<file path="src/rtl/mcs4_rom_busif_if.sv">
// CPU-side and program-memory-side signal bundle for mcs4_rom_busif; ROM_IO_EN adds the I/O port pins.
// The slave modport is the ROM bus interface, the master modport is the CPU/memory environment.
interface mcs4_rom_busif_if;
   logic       step;
   logic       sync;
   logic [3:0] d_in;
   logic       cm_rom;
   logic [3:0] bank_hi;
   logic [7:0] pm_data;
   logic [3:0] d_out;
   logic       d_oe;
   logic [7:0] bank;
   logic [7:0] romaddr;
   logic [3:0] phase;
   logic       fetch_done;
`ifdef ROM_IO_EN
   logic [3:0] io_port;
   logic [3:0] io_in;
`endif

   modport slave (
`ifdef ROM_IO_EN
      input  io_in,
      output io_port,
`endif
      input  step, sync, d_in, cm_rom, bank_hi, pm_data,
      output d_out, d_oe, bank, romaddr, phase, fetch_done
   );

   modport master (
`ifdef ROM_IO_EN
      output io_in,
      input  io_port,
`endif
      output step, sync, d_in, cm_rom, bank_hi, pm_data,
      input  d_out, d_oe, bank, romaddr, phase, fetch_done
   );
endinterface

</file>
<file path="src/rtl/mcs4_rom_busif.sv">
// MCS-4 ROM bus phase tracker: latches the 12-bit address, returns opcode nibbles, optional ROM I/O via ROM_IO_EN.
// Outputs are registered one clk after the step strobe; no backpressure, the CPU paces everything with step.
module mcs4_rom_busif (
   input  logic           clk,
   input  logic           reset,
   mcs4_rom_busif_if.slave bus
);

   typedef enum logic [3:0] {
      IDLE = 4'd0,
      A1   = 4'd1,
      A2   = 4'd2,
      A3   = 4'd3,
      M1   = 4'd4,
      M2   = 4'd5,
      X1   = 4'd6,
      X2   = 4'd7,
      X3   = 4'd8
   } phase_t;

   phase_t     phase_q, phase_d;
   logic [3:0] a1_q, a1_d;
   logic [3:0] a2_q, a2_d;
   logic [3:0] a3_q, a3_d;
   logic [7:0] romaddr_q, romaddr_d;
   logic [7:0] bank_q, bank_d;
   logic [3:0] d_out_q, d_out_d;
   logic       d_oe_q, d_oe_d;
   logic       fetch_done_q, fetch_done_d;
   logic [3:0] opa_q, opa_d;
   logic       io_pending_q, io_pending_d;
`ifdef ROM_IO_EN
   logic [3:0] src_chip_q, src_chip_d;
   logic [3:0] io_port_q, io_port_d;
   logic       chip_sel;
`endif

`ifdef ROM_IO_EN
   // I/O instructions only act when the last SRC addressed this ROM's chip number (a3).
   assign chip_sel = io_pending_q && (src_chip_q == a3_q);
`endif

   always_comb begin
      phase_d      = phase_q;
      a1_d         = a1_q;
      a2_d         = a2_q;
      a3_d         = a3_q;
      romaddr_d    = romaddr_q;
      bank_d       = bank_q;
      d_out_d      = d_out_q;
      d_oe_d       = d_oe_q;
      fetch_done_d = 1'b0;
      opa_d        = opa_q;
      io_pending_d = io_pending_q;
`ifdef ROM_IO_EN
      src_chip_d   = src_chip_q;
      io_port_d    = io_port_q;
`endif
      if (bus.step) begin
         // Every step ends the current drive window unless the new phase drives again.
         d_oe_d = 1'b0;
         if (bus.sync) begin
            phase_d      = A1;
            io_pending_d = 1'b0;
         end else begin
            case (phase_q)
               IDLE: begin
                  phase_d      = IDLE;
                  io_pending_d = 1'b0;
               end
               A1: begin
                  a1_d    = bus.d_in;
                  phase_d = A2;
               end
               A2: begin
                  a2_d    = bus.d_in;
                  phase_d = A3;
               end
               A3: begin
                  a3_d      = bus.d_in;
                  romaddr_d = {a2_q, a1_q};
                  bank_d    = {bus.bank_hi, bus.d_in};
                  d_out_d   = bus.pm_data[7:4];
                  d_oe_d    = 1'b1;
                  phase_d   = M1;
               end
               M1: begin
                  d_out_d = bus.pm_data[3:0];
                  d_oe_d  = 1'b1;
                  phase_d = M2;
               end
               M2: begin
                  opa_d        = d_out_q;
                  fetch_done_d = 1'b1;
                  io_pending_d = io_pending_q | bus.cm_rom;
                  phase_d      = X1;
               end
               X1: begin
`ifdef ROM_IO_EN
                  if (chip_sel && (opa_q == 4'hA)) begin
                     d_out_d = bus.io_in;
                     d_oe_d  = 1'b1;
                  end
`endif
                  phase_d = X2;
               end
               X2: begin
`ifdef ROM_IO_EN
                  if (chip_sel && (opa_q == 4'h2)) begin
                     io_port_d = bus.d_in;
                  end
                  if (bus.cm_rom) begin
                     src_chip_d = bus.d_in;
                  end
`endif
                  phase_d = X3;
               end
               X3: begin
                  phase_d      = IDLE;
                  io_pending_d = 1'b0;
               end
               default: begin
                  phase_d      = IDLE;
                  io_pending_d = 1'b0;
               end
            endcase
         end
      end
   end

   always_ff @(posedge clk) begin
      if (reset) begin
         phase_q      <= IDLE;
         a1_q         <= 4'h0;
         a2_q         <= 4'h0;
         a3_q         <= 4'h0;
         romaddr_q    <= 8'h00;
         bank_q       <= 8'h00;
         d_out_q      <= 4'h0;
         d_oe_q       <= 1'b0;
         fetch_done_q <= 1'b0;
         opa_q        <= 4'h0;
         io_pending_q <= 1'b0;
`ifdef ROM_IO_EN
         src_chip_q   <= 4'h0;
         io_port_q    <= 4'h0;
`endif
      end else begin
         phase_q      <= phase_d;
         a1_q         <= a1_d;
         a2_q         <= a2_d;
         a3_q         <= a3_d;
         romaddr_q    <= romaddr_d;
         bank_q       <= bank_d;
         d_out_q      <= d_out_d;
         d_oe_q       <= d_oe_d;
         fetch_done_q <= fetch_done_d;
         opa_q        <= opa_d;
         io_pending_q <= io_pending_d;
`ifdef ROM_IO_EN
         src_chip_q   <= src_chip_d;
         io_port_q    <= io_port_d;
`endif
      end
   end

   assign bus.phase      = phase_q;
   assign bus.d_out      = d_out_q;
   assign bus.d_oe       = d_oe_q;
   assign bus.romaddr    = romaddr_q;
   assign bus.bank       = bank_q;
   assign bus.fetch_done = fetch_done_q;
`ifdef ROM_IO_EN
   assign bus.io_port    = io_port_q;
`endif

endmodule

</file>
<file path="src/flat_wrapper.sv">
// flat-port wrapper written by rule: the top's interface ports become plain ports
module mcs4_rom_busif_flat 
  (clk, reset, bus_step, bus_sync, bus_d_in, bus_cm_rom, bus_bank_hi, bus_pm_data, bus_d_out, bus_d_oe, bus_bank, bus_romaddr, bus_phase, bus_fetch_done);
  mcs4_rom_busif_if bus_i ();
  input  logic clk;
  input  logic reset;
  input wire logic [$bits(bus_i.step)-1:0] bus_step;
  input wire logic [$bits(bus_i.sync)-1:0] bus_sync;
  input wire logic [$bits(bus_i.d_in)-1:0] bus_d_in;
  input wire logic [$bits(bus_i.cm_rom)-1:0] bus_cm_rom;
  input wire logic [$bits(bus_i.bank_hi)-1:0] bus_bank_hi;
  input wire logic [$bits(bus_i.pm_data)-1:0] bus_pm_data;
  output wire logic [$bits(bus_i.d_out)-1:0] bus_d_out;
  output wire logic [$bits(bus_i.d_oe)-1:0] bus_d_oe;
  output wire logic [$bits(bus_i.bank)-1:0] bus_bank;
  output wire logic [$bits(bus_i.romaddr)-1:0] bus_romaddr;
  output wire logic [$bits(bus_i.phase)-1:0] bus_phase;
  output wire logic [$bits(bus_i.fetch_done)-1:0] bus_fetch_done;
  assign bus_i.step = bus_step;
  assign bus_i.sync = bus_sync;
  assign bus_i.d_in = bus_d_in;
  assign bus_i.cm_rom = bus_cm_rom;
  assign bus_i.bank_hi = bus_bank_hi;
  assign bus_i.pm_data = bus_pm_data;
  assign bus_d_out = bus_i.d_out;
  assign bus_d_oe = bus_i.d_oe;
  assign bus_bank = bus_i.bank;
  assign bus_romaddr = bus_i.romaddr;
  assign bus_phase = bus_i.phase;
  assign bus_fetch_done = bus_i.fetch_done;
  mcs4_rom_busif u_core (.clk(clk), .reset(reset), .bus(bus_i));
endmodule
</file>
<file path="config.mk">
export PLATFORM = sky130hd
export DESIGN_NAME = mcs4_rom_busif_flat
export DESIGN_NICKNAME = d
export VERILOG_FILES = /design/src/rtl/mcs4_rom_busif_if.sv /design/src/rtl/mcs4_rom_busif.sv /design/src/flat_wrapper.sv
export SDC_FILE = /design/constraint.sdc
export NUM_CORES = 1
export LEC_CHECK = 0
export ABC_AREA = 1
export ABC_CLOCK_PERIOD_IN_PS = 1400
export BUFFER_PORTS_ARGS = -buffer_cell sky130_fd_sc_hd__buf_2
export CORE_MARGIN = 2
export CORE_UTILIZATION = 30
export DETAILED_ROUTE_END_ITERATION = 16
export SYNTH_ARGS = -nofsm -noshare
export SYNTH_HDL_FRONTEND = slang
export SYNTH_SLANG_ARGS = --single-unit
export TNS_END_PERCENT = 10
</file>
<file path="constraint.sdc">
create_clock -name clk -period 1.4 [get_ports clk]
set_input_delay 0.28 -clock clk [delete_from_list [all_inputs] [get_ports clk]]
set_output_delay 0.28 -clock clk [all_outputs]
set_load 0.01 [all_outputs]
</file>
* Word-level counts from Yosys, hierarchy flattened
Cells that the tools add are included.
** Storage, ports and cells
- Memories :: 0
- Memory bits (read-only) :: 0
- Latch bits :: 0
- Flip-flop bits (word level) :: 34
- Word-level logic and storage cells :: 30
- Bits in writable memories :: 0
- Input bits :: 21
** Operators by class
- $lt $le $gt $ge :: 0
- Multiplexer cells :: 6
- Reduce and logical (&&, ||, !) cells :: 7
- $add $sub $neg :: 0
- Eq/ne operators :: 7
- Shift operators :: 0
- Multipliers :: 0
- Bitwise operators :: 2
- Divide/modulo/power cells :: 0
** Operator list (count)
- one-hot mux 4 bit (7 select lines) :: 1
- == test 4 x 3 -> 1 bit, second input constant :: 4
- AND reduction 3 bit :: 4
- == test 4 x 2 -> 1 bit, second input constant :: 2
- one-hot mux 4 bit (2 select lines) :: 1
- == test 4 x 1 -> 1 bit, second input constant :: 1
- 2-to-1 mux 4 bit :: 1
- 2-to-1 mux 1 bit :: 3
- OR reduction 3 bit :: 1
- NOT 1 bit :: 2
- nonzero test 2 bit :: 1
- OR reduction 2 bit :: 1

* Logic depth before layout (Yosys ltp)
- Word-level depth :: 4
- Mapped depth :: 7
- Mapped depth without buffers :: 7

* Least setup slack after synthesis
OpenSTA, ideal clock, no wires.
- Path type :: register -> register
- From :: register u_core.phase_q[2] (netlist: u_core.bus.phase[2])
- To :: register u_core.d_out_q[0] (netlist: u_core.bus.d_out[0])
- Setup slack :: 0.211 ns
- Library setup time :: 0.111 ns
- Cell stages (with the launch flop) :: 8
- Required time :: 1.289 ns
- Path buffers :: 0
- Arrival time :: 1.078 ns
- Cells stage by stage :: dfxtp_1 inv_2 nor2_2 nand3_2 nand2_1 inv_2 nor2_1 nor2_1
** Between the ends
- Word-level cells in the longest chain between the ends :: 3
** Ends and longest elaborated chain
- start, declared :: line mcs4_rom_busif.sv:21 : phase_t phase_q, phase_d;
- start signal, assigned :: line mcs4_rom_busif.sv:149 : phase_q <= phase_d;
- == test 4 x 2 -> 1 bit / == test 4 x 3 -> 1 bit (equally long branches) :: line mcs4_rom_busif.sv:66 : case (phase_q)
- nonzero test 2 bit (no source line)
- AND reduction 3 bit (no source line)
- end signal, assigned :: line mcs4_rom_busif.sv:155 : d_out_q <= d_out_d;
- end, declared :: line mcs4_rom_busif.sv:27 : logic [3:0] d_out_q, d_out_d;
Parallel ways exist; a longest one is shown, timed or not.
A chain may end at the register's enable or synchronous reset.

* Worst setup path in the final report
- From :: register u_core.phase_q[3] (netlist: u_core.bus.phase[3])
- To :: register u_core.a2_q[2]
** Between the ends
- Word-level cells in the longest chain between the ends :: 2
** Ends and longest elaborated chain
- == test 4 x 2 -> 1 bit :: line mcs4_rom_busif.sv:66
- AND reduction 3 bit (no source line)
- end signal, assigned :: line mcs4_rom_busif.sv:135 : a2_q <= 4'h0;
- end signal, assigned :: line mcs4_rom_busif.sv:151 : a2_q <= a2_d;
- end, declared :: line mcs4_rom_busif.sv:23 : logic [3:0] a2_q, a2_d;
No other way between the ends.

==> metrics <==
peak per-stage delay on the critical path 0.38 ns; fill cell total of the finished layout 508; Crit path arrival time 1.39 ns; synthesized area per cell 7.61 µm²; share of final-layout standard cells stronger than drive strength 1 29.0%; GRT overflow 0; worst max-slew margin expressed relative to the limit 80.3%; number of storage elements in the synthesis netlist 34; cell with the most instances after synthesis sky130_fd_sc_hd__nand2_1; Hold Path End u_core.bus.bank[6]; HP Start bus_bank_hi[2]; Overall Power 2.01 mW; critical register-to-register path startpoint u_core.bus.phase[3]; total power density per cell area 1050 nW/µm²; sum of negative setup slack 0 ns; area added between synthesis and finish 28.4%; run status completed; wire length of the first global-routing pass 5.99 mm; global-route usage over all layers 13.8%; Clock Sinks 34; Setup violations, final 0; share of flip-flops with an asynchronous set or reset 0%; weighted congestion reported at the end of routability-driven placement 0.771; endpoint kind of the worst setup timing path flip-flop; Worst-path clk slew 0.07 ns; horizontal extent of the die 74.7 µm; most instantiated flip-flop cell in the synthesis netlist sky130_fd_sc_hd__dfxtp_1; hpwl dp 2.43 mm; post-place instance area 1810 µm²; leakage power 0.853 nW; antenna violations before repair 0; Compound-Gate Fraction of Synth Area 9.68%; cell at the slowest stage of the critical path sky130_fd_sc_hd__dfxtp_1; total number of H-tree levels 2; vias 1,440; share of cell area taken by muxes after synthesis 0%; flop2flop setup slack 0.17 ns; fin nets 269; number of buffer cells added on primary ports 45; DR pass1 iterations 4; total count of max-transition violations in the final report 0; sequential cell area fraction in the yosys report 45.4%; Core ar. 4790 µm²; CTS-repair resized insts 0; depth of the worst hold-timing path 3; Design Area, Final 1920 µm²; time the worst path needs with I/O delays and setup 1.23 ns; RSZ-0062 raised after global routing no; count of antenna diodes in the layout 0; number of global-route vias before repair 1,354; count of buffer and inverter cells on the critical path 1; worst IR drop on VDD 0.000634 V; final routed DRC violation total 0; I/O pins 47; Setup Crit Path Kind flip-flop to flip-flop; maximum number of pins on one net before global-route repair 28; Core Rows 25; Critical R2R Capture u_core.a2_q[2]; clock skew 0.00439 ns; wire per inst 11.1 µm; number of enable flip-flop cells after synthesis 0; number of DRC markers in iteration 0 67; combinational family with the most area after synthesis simple AND/OR/NAND/NOR gates; syn_nets 218; post-synthesis simple-gate area fraction 34.4%; mapped cell area 1500 µm²; maxcap violations 0; share of the core filled with cells in the final layout 40.2%; effective utilization at floorplan 31.3%; Worst Setup Start Kind flip-flop; number of cells traversed by the worst register-to-register path 6; CTS tree yes; Hold WC Path Type input pin to flip-flop; Required @ worst endpoint 1.56 ns; yosys warns 0; setup repair bufs after CTS 0; routed via count divided by cell count 4.57; xor-xnor portion of the synthesized cell area 0%; proportion of netlist area held by the largest area contributor 45.4%; kind of cell adding the most delay to the critical path simple AND/OR/NAND/NOR gates; post-cts hold buffer count 0; FMAX 0.813 GHz; ordered cell list for the critical path nor2_4, inv_1, nor2_4, nand2_1, nand2_1, a21oi_1; number of routed nets with antenna violations 0; Worst-Skew Late Latency 0.28 ns; post-route fraction of the period consumed by the critical path 87.9%; Hold Fails Final Rpt 0; largest cells by area after synthesis sky130_fd_sc_hd__dfxtp_1 45%, sky130_fd_sc_hd__nand2_1 13%, sky130_fd_sc_hd__a21oi_1 8.7%, sky130_fd_sc_hd__nand4_1 8.3%, sky130_fd_sc_hd__nand3_1 5.0%; post-synthesis instance total 197; Post-Synth Adder-Cell Area 0%; number of buffers on the longest clock path 2; Synth cell types 19; Least-Margin Pin Slew 0.295 ns; cell taking the most area after synthesis sky130_fd_sc_hd__dfxtp_1; Root Buffer Master sky130_fd_sc_hd__clkbuf_8; Synth top cells by count 50 x sky130_fd_sc_hd__nand2_1, 34 x sky130_fd_sc_hd__dfxtp_1, 26 x sky130_fd_sc_hd__a21oi_1, 20 x sky130_fd_sc_hd__nand4_1, 16 x sky130_fd_sc_hd__nor2_1; die height 74.7 µm; CTS Buf Count 5; maximum fanout along the worst path 6; overall die area 5580 µm²; Routed Wire Length 3.50 mm
## sequential cells by signal, indices dropped and copies added, names as in the netlist
name                   flops
u_core.bus.bank            8
u_core.bus.romaddr         8
u_core.a1_q                4
u_core.a2_q                4
u_core.bus.d_out           4
u_core.bus.phase           4
u_core.bus.d_oe            1
u_core.bus.fetch_done      1
## cell families after synthesis
kind of cell | count (synthesis)
DFF | 34
and+or+nand+nor | 107
buffers and inverters | 27
AOI/OAI and AO/OA | 29
## metrics by stage
| stage | worst slack (ns) | hold slack (ns) | cells |
|---|---|---|---|
| floorplan | 0.211 | 0.441 | 197 |
| global placement | 0.125 | 0.447 | 308 |
| detailed placement | 0.120 | 0.451 | 308 |
| CTS | 0.146 | 0.269 | 315 |
| global route | 0.0323 | 0.284 | 315 |
| finish | 0.170 | 0.276 | 315 |
## layer usage
layer	vias to the layer above	routed length [µm]	GRT usage [%]
li1	754	-	-
met1	645	1780	18.2
met2	37	1510	21.7
met3	4	200	4.69
met4	0	23	3.57
met5	-	0	0
## worst max-delay path by stage
stage / slack [ns] / cells past startpoint / endpoint / startpoint
after floorplan: 0.21 / 7 / u_core.bus.d_out[0] / u_core.bus.phase[2]
after global placement: 0.13 / 7 / u_core.a1_q[0] / bus_step
after detailed placement: 0.12 / 7 / u_core.a1_q[1] / bus_step
after CTS: 0.15 / 6 / u_core.a2_q[2] / u_core.bus.phase[3]
after global routing: 0.03 / 7 / u_core.bus.d_out[1] / u_core.bus.phase[2]
final: 0.17 / 6 / u_core.a2_q[2] / u_core.bus.phase[3]
## where the power goes
group	leakage (nW)	switching [mW]	internal [mW]
sequential	0.274	0.00632	0.974
combinational	0.522	0.0763	0.0526
clock	0.0573	0.335	0.569
total	0.853	0.417	1.60
## placed cells by master (no fill, tap or decap)
cell and instances:
sky130_fd_sc_hd__bufinv_16 1, sky130_fd_sc_hd__clkbuf_8 6, sky130_fd_sc_hd__nor2_2 1, sky130_fd_sc_hd__nor2_1 16, sky130_fd_sc_hd__nand3_4 1, sky130_fd_sc_hd__o21ai_0 3
sky130_fd_sc_hd__inv_1 12, sky130_fd_sc_hd__buf_12 2, sky130_fd_sc_hd__dfxtp_1 34, sky130_fd_sc_hd__buf_4 8, sky130_fd_sc_hd__nor2_4 3, sky130_fd_sc_hd__a21oi_1 26
sky130_fd_sc_hd__nand2_1 50, sky130_fd_sc_hd__nand4_1 20, sky130_fd_sc_hd__nand3_2 1, sky130_fd_sc_hd__inv_2 3, sky130_fd_sc_hd__nand3_1 15, sky130_fd_sc_hd__clkinv_2 1
sky130_fd_sc_hd__buf_2 45
## worst reg2reg max path, delay by kind of cell (launching register included)
kind	cells	cell delay, ns
simple gates	4	0.59
flops	1	0.38
buf+inv	1	0.09
compound gates	1	0.06
## layout make-up
type	instances	area (µm²)	share of cell area, %
tap	67	83.8	4.36
clock inverter	1	30.0	1.56
sequential	34	681	35.4
inverter	16	61.3	3.19
multi-input combinational	136	661	34.3
clock buffer	6	82.6	4.29
timing repair buffer	55	325	16.9
(Power assumes the default switching activity.)
